===== src/rtl/sumador_pkg.sv =====
// Shared definitions for the serial adder/subtractor: FSM state encodings and
// the slice-counter width helper.
package sumador_pkg;

  typedef enum logic [1:0] {
    REPOSO  = 2'd0,
    CALCULO = 2'd1,
    LISTO   = 2'd2
  } estado_t;

  // A single-slice operation still needs a 1-bit counter to stay a legal vector.
  function automatic int ancho_contador(input int n);
    return (n > 1) ? $clog2(n) : 1;
  endfunction

endpackage


===== src/rtl/sumador_completo_n.sv =====
// Combinational ripple of BITS full adders; also exposes the carry into the
// slice MSB so the caller can derive signed overflow.
module sumador_completo_n #(
  parameter int BITS = 1
) (
  input  logic [BITS-1:0] a,
  input  logic [BITS-1:0] b,
  input  logic            cin,
  output logic [BITS-1:0] s,
  output logic            cout,
  output logic            cmsb
);

  logic [BITS:0] c;

  // NOTE: combinational logic uses blocking assignments so each carry feeds the
  // next bit within the same evaluation; every output gets a value on every
  // pass, so no latch is inferred.
  always_comb begin
    c    = '0;
    s    = '0;
    c[0] = cin;
    for (int i = 0; i < BITS; i++) begin
      s[i]   = a[i] ^ b[i] ^ c[i];
      c[i+1] = (a[i] & b[i]) | (c[i] & (a[i] ^ b[i]));
    end
  end

  assign cout = c[BITS];
  assign cmsb = c[BITS-1];

endmodule


===== src/rtl/sumador_serial_param.sv =====
// Multi-cycle adder/subtractor: processes BITS_POR_CICLO bits per clock, LSB
// slice first, linked by a carry flip-flop. Start/busy/done handshake.
module sumador_serial_param
  import sumador_pkg::*;
#(
  parameter int WIDTH          = 8,
  parameter int BITS_POR_CICLO = 1
) (
  input  logic             clk,
  input  logic             rst,
  input  logic             Inicio,
  input  logic             Resta,
  input  logic [WIDTH-1:0] A,
  input  logic [WIDTH-1:0] B,
  input  logic             CarryEntrada,
  output logic [WIDTH-1:0] Suma,
  output logic             CarrieSalida,
  output logic             Desborde,
  output logic             Ocupado,
  output logic             Listo
);

  localparam int N  = WIDTH / BITS_POR_CICLO;
  localparam int CW = ancho_contador(N);

  if (WIDTH < 2) begin : g_bad_width
    $error("sumador_serial_param: WIDTH must be at least 2");
  end
  if (BITS_POR_CICLO < 1 || (WIDTH % BITS_POR_CICLO) != 0) begin : g_bad_bpc
    $error("sumador_serial_param: BITS_POR_CICLO must divide WIDTH exactly");
  end

  estado_t estado, estado_sig;

  logic [CW-1:0]             cuenta;
  logic [WIDTH-1:0]          a_reg, b_reg;
  logic                      resta_reg;
  logic                      carry;
  logic                      aceptar;
  logic                      ultimo;
  logic [BITS_POR_CICLO-1:0] s_slice;
  logic                      cout_slice;
  logic                      cmsb_slice;

  assign ultimo = (cuenta == CW'(N - 1));

  // NOTE: sequential state uses non-blocking assignments so every register
  // samples the pre-edge values of the others.
  always_ff @(posedge clk) begin
    if (rst) estado <= REPOSO;
    else     estado <= estado_sig;
  end

  always_comb begin
    estado_sig = estado;
    aceptar    = 1'b0;
    case (estado)
      REPOSO: begin
        if (Inicio) begin
          aceptar    = 1'b1;
          estado_sig = CALCULO;
        end
      end
      CALCULO: begin
        if (ultimo) estado_sig = LISTO;
      end
      LISTO: begin
        if (Inicio) begin
          aceptar    = 1'b1;
          estado_sig = CALCULO;
        end else begin
          estado_sig = REPOSO;
        end
      end
      default: estado_sig = REPOSO;
    endcase
  end

  assign Ocupado = (estado == CALCULO);
  assign Listo   = (estado == LISTO);

  // Subtraction inverts B at the slice input; the forced carry-in of 1 is
  // loaded into the carry flip-flop when the operation is accepted.
  sumador_completo_n #(
    .BITS (BITS_POR_CICLO)
  ) u_slice (
    .a    (a_reg[BITS_POR_CICLO-1:0]),
    .b    (b_reg[BITS_POR_CICLO-1:0] ^ {BITS_POR_CICLO{resta_reg}}),
    .cin  (carry),
    .s    (s_slice),
    .cout (cout_slice),
    .cmsb (cmsb_slice)
  );

  always_ff @(posedge clk) begin
    if (rst) begin
      a_reg        <= '0;
      b_reg        <= '0;
      resta_reg    <= 1'b0;
      carry        <= 1'b0;
      cuenta       <= '0;
      Suma         <= '0;
      CarrieSalida <= 1'b0;
      Desborde     <= 1'b0;
    end else if (aceptar) begin
      a_reg        <= A;
      b_reg        <= B;
      resta_reg    <= Resta;
      carry        <= Resta | CarryEntrada;
      cuenta       <= '0;
      Suma         <= '0;
      CarrieSalida <= 1'b0;
      Desborde     <= 1'b0;
    end else if (estado == CALCULO) begin
      Suma[int'(cuenta) * BITS_POR_CICLO +: BITS_POR_CICLO] <= s_slice;
      a_reg  <= a_reg >> BITS_POR_CICLO;
      b_reg  <= b_reg >> BITS_POR_CICLO;
      carry  <= cout_slice;
      cuenta <= cuenta + CW'(1);
      if (ultimo) begin
        CarrieSalida <= cout_slice;
        Desborde     <= cout_slice ^ cmsb_slice;
      end
    end
  end

endmodule


===== config.mk =====
export PLATFORM = sky130hd
export DESIGN_NAME = sumador_serial_param
export DESIGN_NICKNAME = d
export VERILOG_FILES = /design/src/rtl/sumador_pkg.sv /design/src/rtl/sumador_completo_n.sv /design/src/rtl/sumador_serial_param.sv
export SDC_FILE = /design/constraint.sdc
export NUM_CORES = 1
export LEC_CHECK = 0
export ABC_AREA = 1
export CORE_ASPECT_RATIO = 1.75
export CORE_MARGIN = 1
export CORE_UTILIZATION = 56
export CTS_BUF_LIST = sky130_fd_sc_hd__clkbuf_4
export DETAILED_ROUTE_END_ITERATION = 6
export PLACE_DENSITY = 0.86
export SLEW_MARGIN = 10
export SYNTH_ARGS = -nofsm -noshare
export SYNTH_HDL_FRONTEND = slang
export SYNTH_SLANG_ARGS = --single-unit

===== constraint.sdc =====
create_clock -name clk -period 2.8 [get_ports clk]
set_input_delay 0.56 -clock clk [delete_from_list [all_inputs] [get_ports clk]]
set_output_delay 0.56 -clock clk [all_outputs]
set_load 0.005 [all_outputs]

==> impl_metrics.toml <==
[status]
status = "finished clean"

[die]
die_h_um = 72.44
num_rows = 25
start_util = 0.5902
design.core.area_um2 = 2690
num_io_pins = 33
die_w_um = 42.25
die_area_um2 = 3061

[timing]
tns_ps = 0
finalClockSkew_ps = 9.101
hold_slack_ps = 465.1
setup_viol = 0
fmax_mhz = 507.3
slew_headroom = 0.6807
rsz0062_at_grt = "false"
finalHoldViolations = 0
tightest_slew_ps = 478.4
fin_crit_sh = 0.7041
slew_violations = 0
period_minus_slack_ps = 1971
worst_slack_ps = 828.6

[drt]
post-route-drc-count = 0
routed_wl_um = 3188
drt_iter0_markers = 25
final_antenna_net_count = 0
routedWlPerCell_um = 11.68
via_per_inst = 5.275
vias = 1440
firstDrtPassIters = 4

[job]
maxCapViolCount = 0

[power]
power.density_nw_per_um2 = 501.8
intPower_mw = 0.7038
p_comb_frac = 0.192
leakage_nw = 0.7940
power_frac_clock = 0.288
ir_worst_vdd_mv = 0.4512
power.switching_mw = 0.2788
pwr-share-seq = 0.520
swShare = 0.2837

[finish]
drive_gt1_frac = 0.08943
final_common_cell = "nand2_1"
final_cell_mix = "nand2_1, dfxtp_1, clkdlybuf4s50_1"
syn_to_final_growth_pct = 23.33
antenna_cells = 0
fin_nets = 272

[min_path]
min_from = "a_reg[7]"
hold_path_class = "reg2reg"

[critical_path]
cp_max_fo = 2
path_buf_inv = 2
path_cells = "inv_1 -> nor2_1 -> clkdlybuf4s50_1"
end_kind = "primary output"
crit_required_ps = 2240
startpoint = "estado[1]"
critical_path.top_delay_family = "buffers and inverters"
crit_arrival_ps = 1410
start_kind = "flop"
worst_path_largest_cell_delay_ps = 500
worst-r2r-setup-slack_ps = 930
rr_startpoint = "cuenta[0]"
cp_slowest_cell = "clkdlybuf4s50_1"
critPathKind = "reg2out"

[grt]
grt_max_degree = 19
grt_pass1_vias = 1315
grt_pass1_wl_um = 5326
track_usage = 0.2314
gr-total-overflow = 0
antenna_found_initial = 0

[placed_design]
gp_congestion = 0.8960
hpwlAfterDp_um = 2409
dp_slack_ps = 570.0
port_buffers = 32

[synth]
syn_area_per_cell_um2 = 7.489
ys_ff_latch = 33
seq_area_frac_synth = 0.4161
ys_warn_count = 0
synthCells = 212
synth.distinct_cells = 29
syn_nets = 239
syn-cell-area_um2 = 1588

[clocking]
hold_buffers = 0
clock-sinks = 33
clk_latency_ps = 340
clk_path_buf_depth = 2
htreeDepth = 2
cts_root_buffer = "clkbuf_4"
cts_buffers = 5
cts_tree = "yes"
cts.repair.resized = 0
path_clk_slew_ps = 90
postCtsSetupBuffers = 0
through the flow:
step           utilization  instance area (µm²)  power [mW]  std cells
3_3_place_gp        0.7056                 1898      0.7077        265
5_1_grt             0.7279                 1958       1.032        273
2_1_floorplan            -                 1588      0.6561        212
4_1_cts             0.7279                 1958      0.9899        273
3_5_place_dp        0.7056                 1898      0.7121        265
6_report            0.7279                 1958      0.9826        273
final cells by class:
class                           instances  area [µm²]
Timing Repair Buffer                   34       335.3
Tap cell                               27       33.78
Clock buffer                            8       60.06
Multi-Input combinational cell        153       795.8
Fill cell                             226       732.0
Inverter                               18       72.57
Sequential cell                        33       660.6
worst paths after layout:
check	endpoint	depth (start not counted)
max reg2reg	Suma[1]	8
max	Listo	3
min reg2reg	a_reg[7]	2
min	a_reg[7]	2
cells in the mapped netlist:
| master | number | share of area |
|---|---|---|
| a211oi_2 | 2 | 0.016 |
| a21oi_1 | 18 | 0.057 |
| a31oi_1 | 5 | 0.020 |
| buf_2 | 2 | 0.0063 |
| buf_4 | 3 | 0.014 |
| buf_6 | 2 | 0.014 |
| clkbuf_1 | 1 | 0.0024 |
| dfxtp_1 | 33 | 0.42 |
| fa_1 | 1 | 0.013 |
| ha_1 | 5 | 0.039 |
| inv_1 | 14 | 0.033 |
| inv_2 | 2 | 0.0047 |
| inv_4 | 2 | 0.0079 |
| nand2_1 | 57 | 0.13 |
| nand2_4 | 2 | 0.014 |
| nand3_1 | 11 | 0.035 |
| nand4_1 | 1 | 0.0039 |
| nor2_1 | 27 | 0.064 |
| nor2_2 | 1 | 0.0039 |
| nor2_4 | 1 | 0.0071 |
| nor2_8 | 1 | 0.013 |
| nor3_1 | 2 | 0.0063 |
| nor3_4 | 1 | 0.010 |
| o211a_1 | 1 | 0.0063 |
| o21ai_0 | 10 | 0.032 |
| o21ai_1 | 4 | 0.013 |
| o22ai_1 | 1 | 0.0039 |
| xnor2_1 | 1 | 0.0055 |
| xor2_1 | 1 | 0.0055 |
worst reg2reg max path: cells and delay by family (launching register included):
kind	cells	cell delay, ps
flops	1	430
fa+ha+maj	2	690
simple gates	5	520
buf+inv	1	160
per-layer routing:
layer,part of all wire,global-route usage,wire length [µm]
met5,0,0,0
met4,0.035,0.1354,110
met3,0.030,0.06965,96
met2,0.55,0.4171,1757
met1,0.38,0.2264,1223
power groups by stage:
stage,Sequential [mW],Combinational (mW),Clock [mW]
floorplan,0.519,0.137,0
global placement,0.521,0.186,0
detailed placement,0.522,0.190,0
CTS,0.511,0.191,0.288
global route,0.514,0.213,0.304
finish,0.511,0.189,0.283
kinds of logic (layout without fill, tap and decap cells):
family                     Yosys count  count (layout)  synth area share
and+or+nand+nor                    104             104            0.2916
AOI/OAI and AO/OA                   41              41            0.1466
DFF                                 33              33            0.4161
buffers and inverters               26              60           0.08274
adders and majority gates            6               6           0.05201
xor gates and xnor gates             2               2           0.01103
Power figures use the tool's default switching activity.
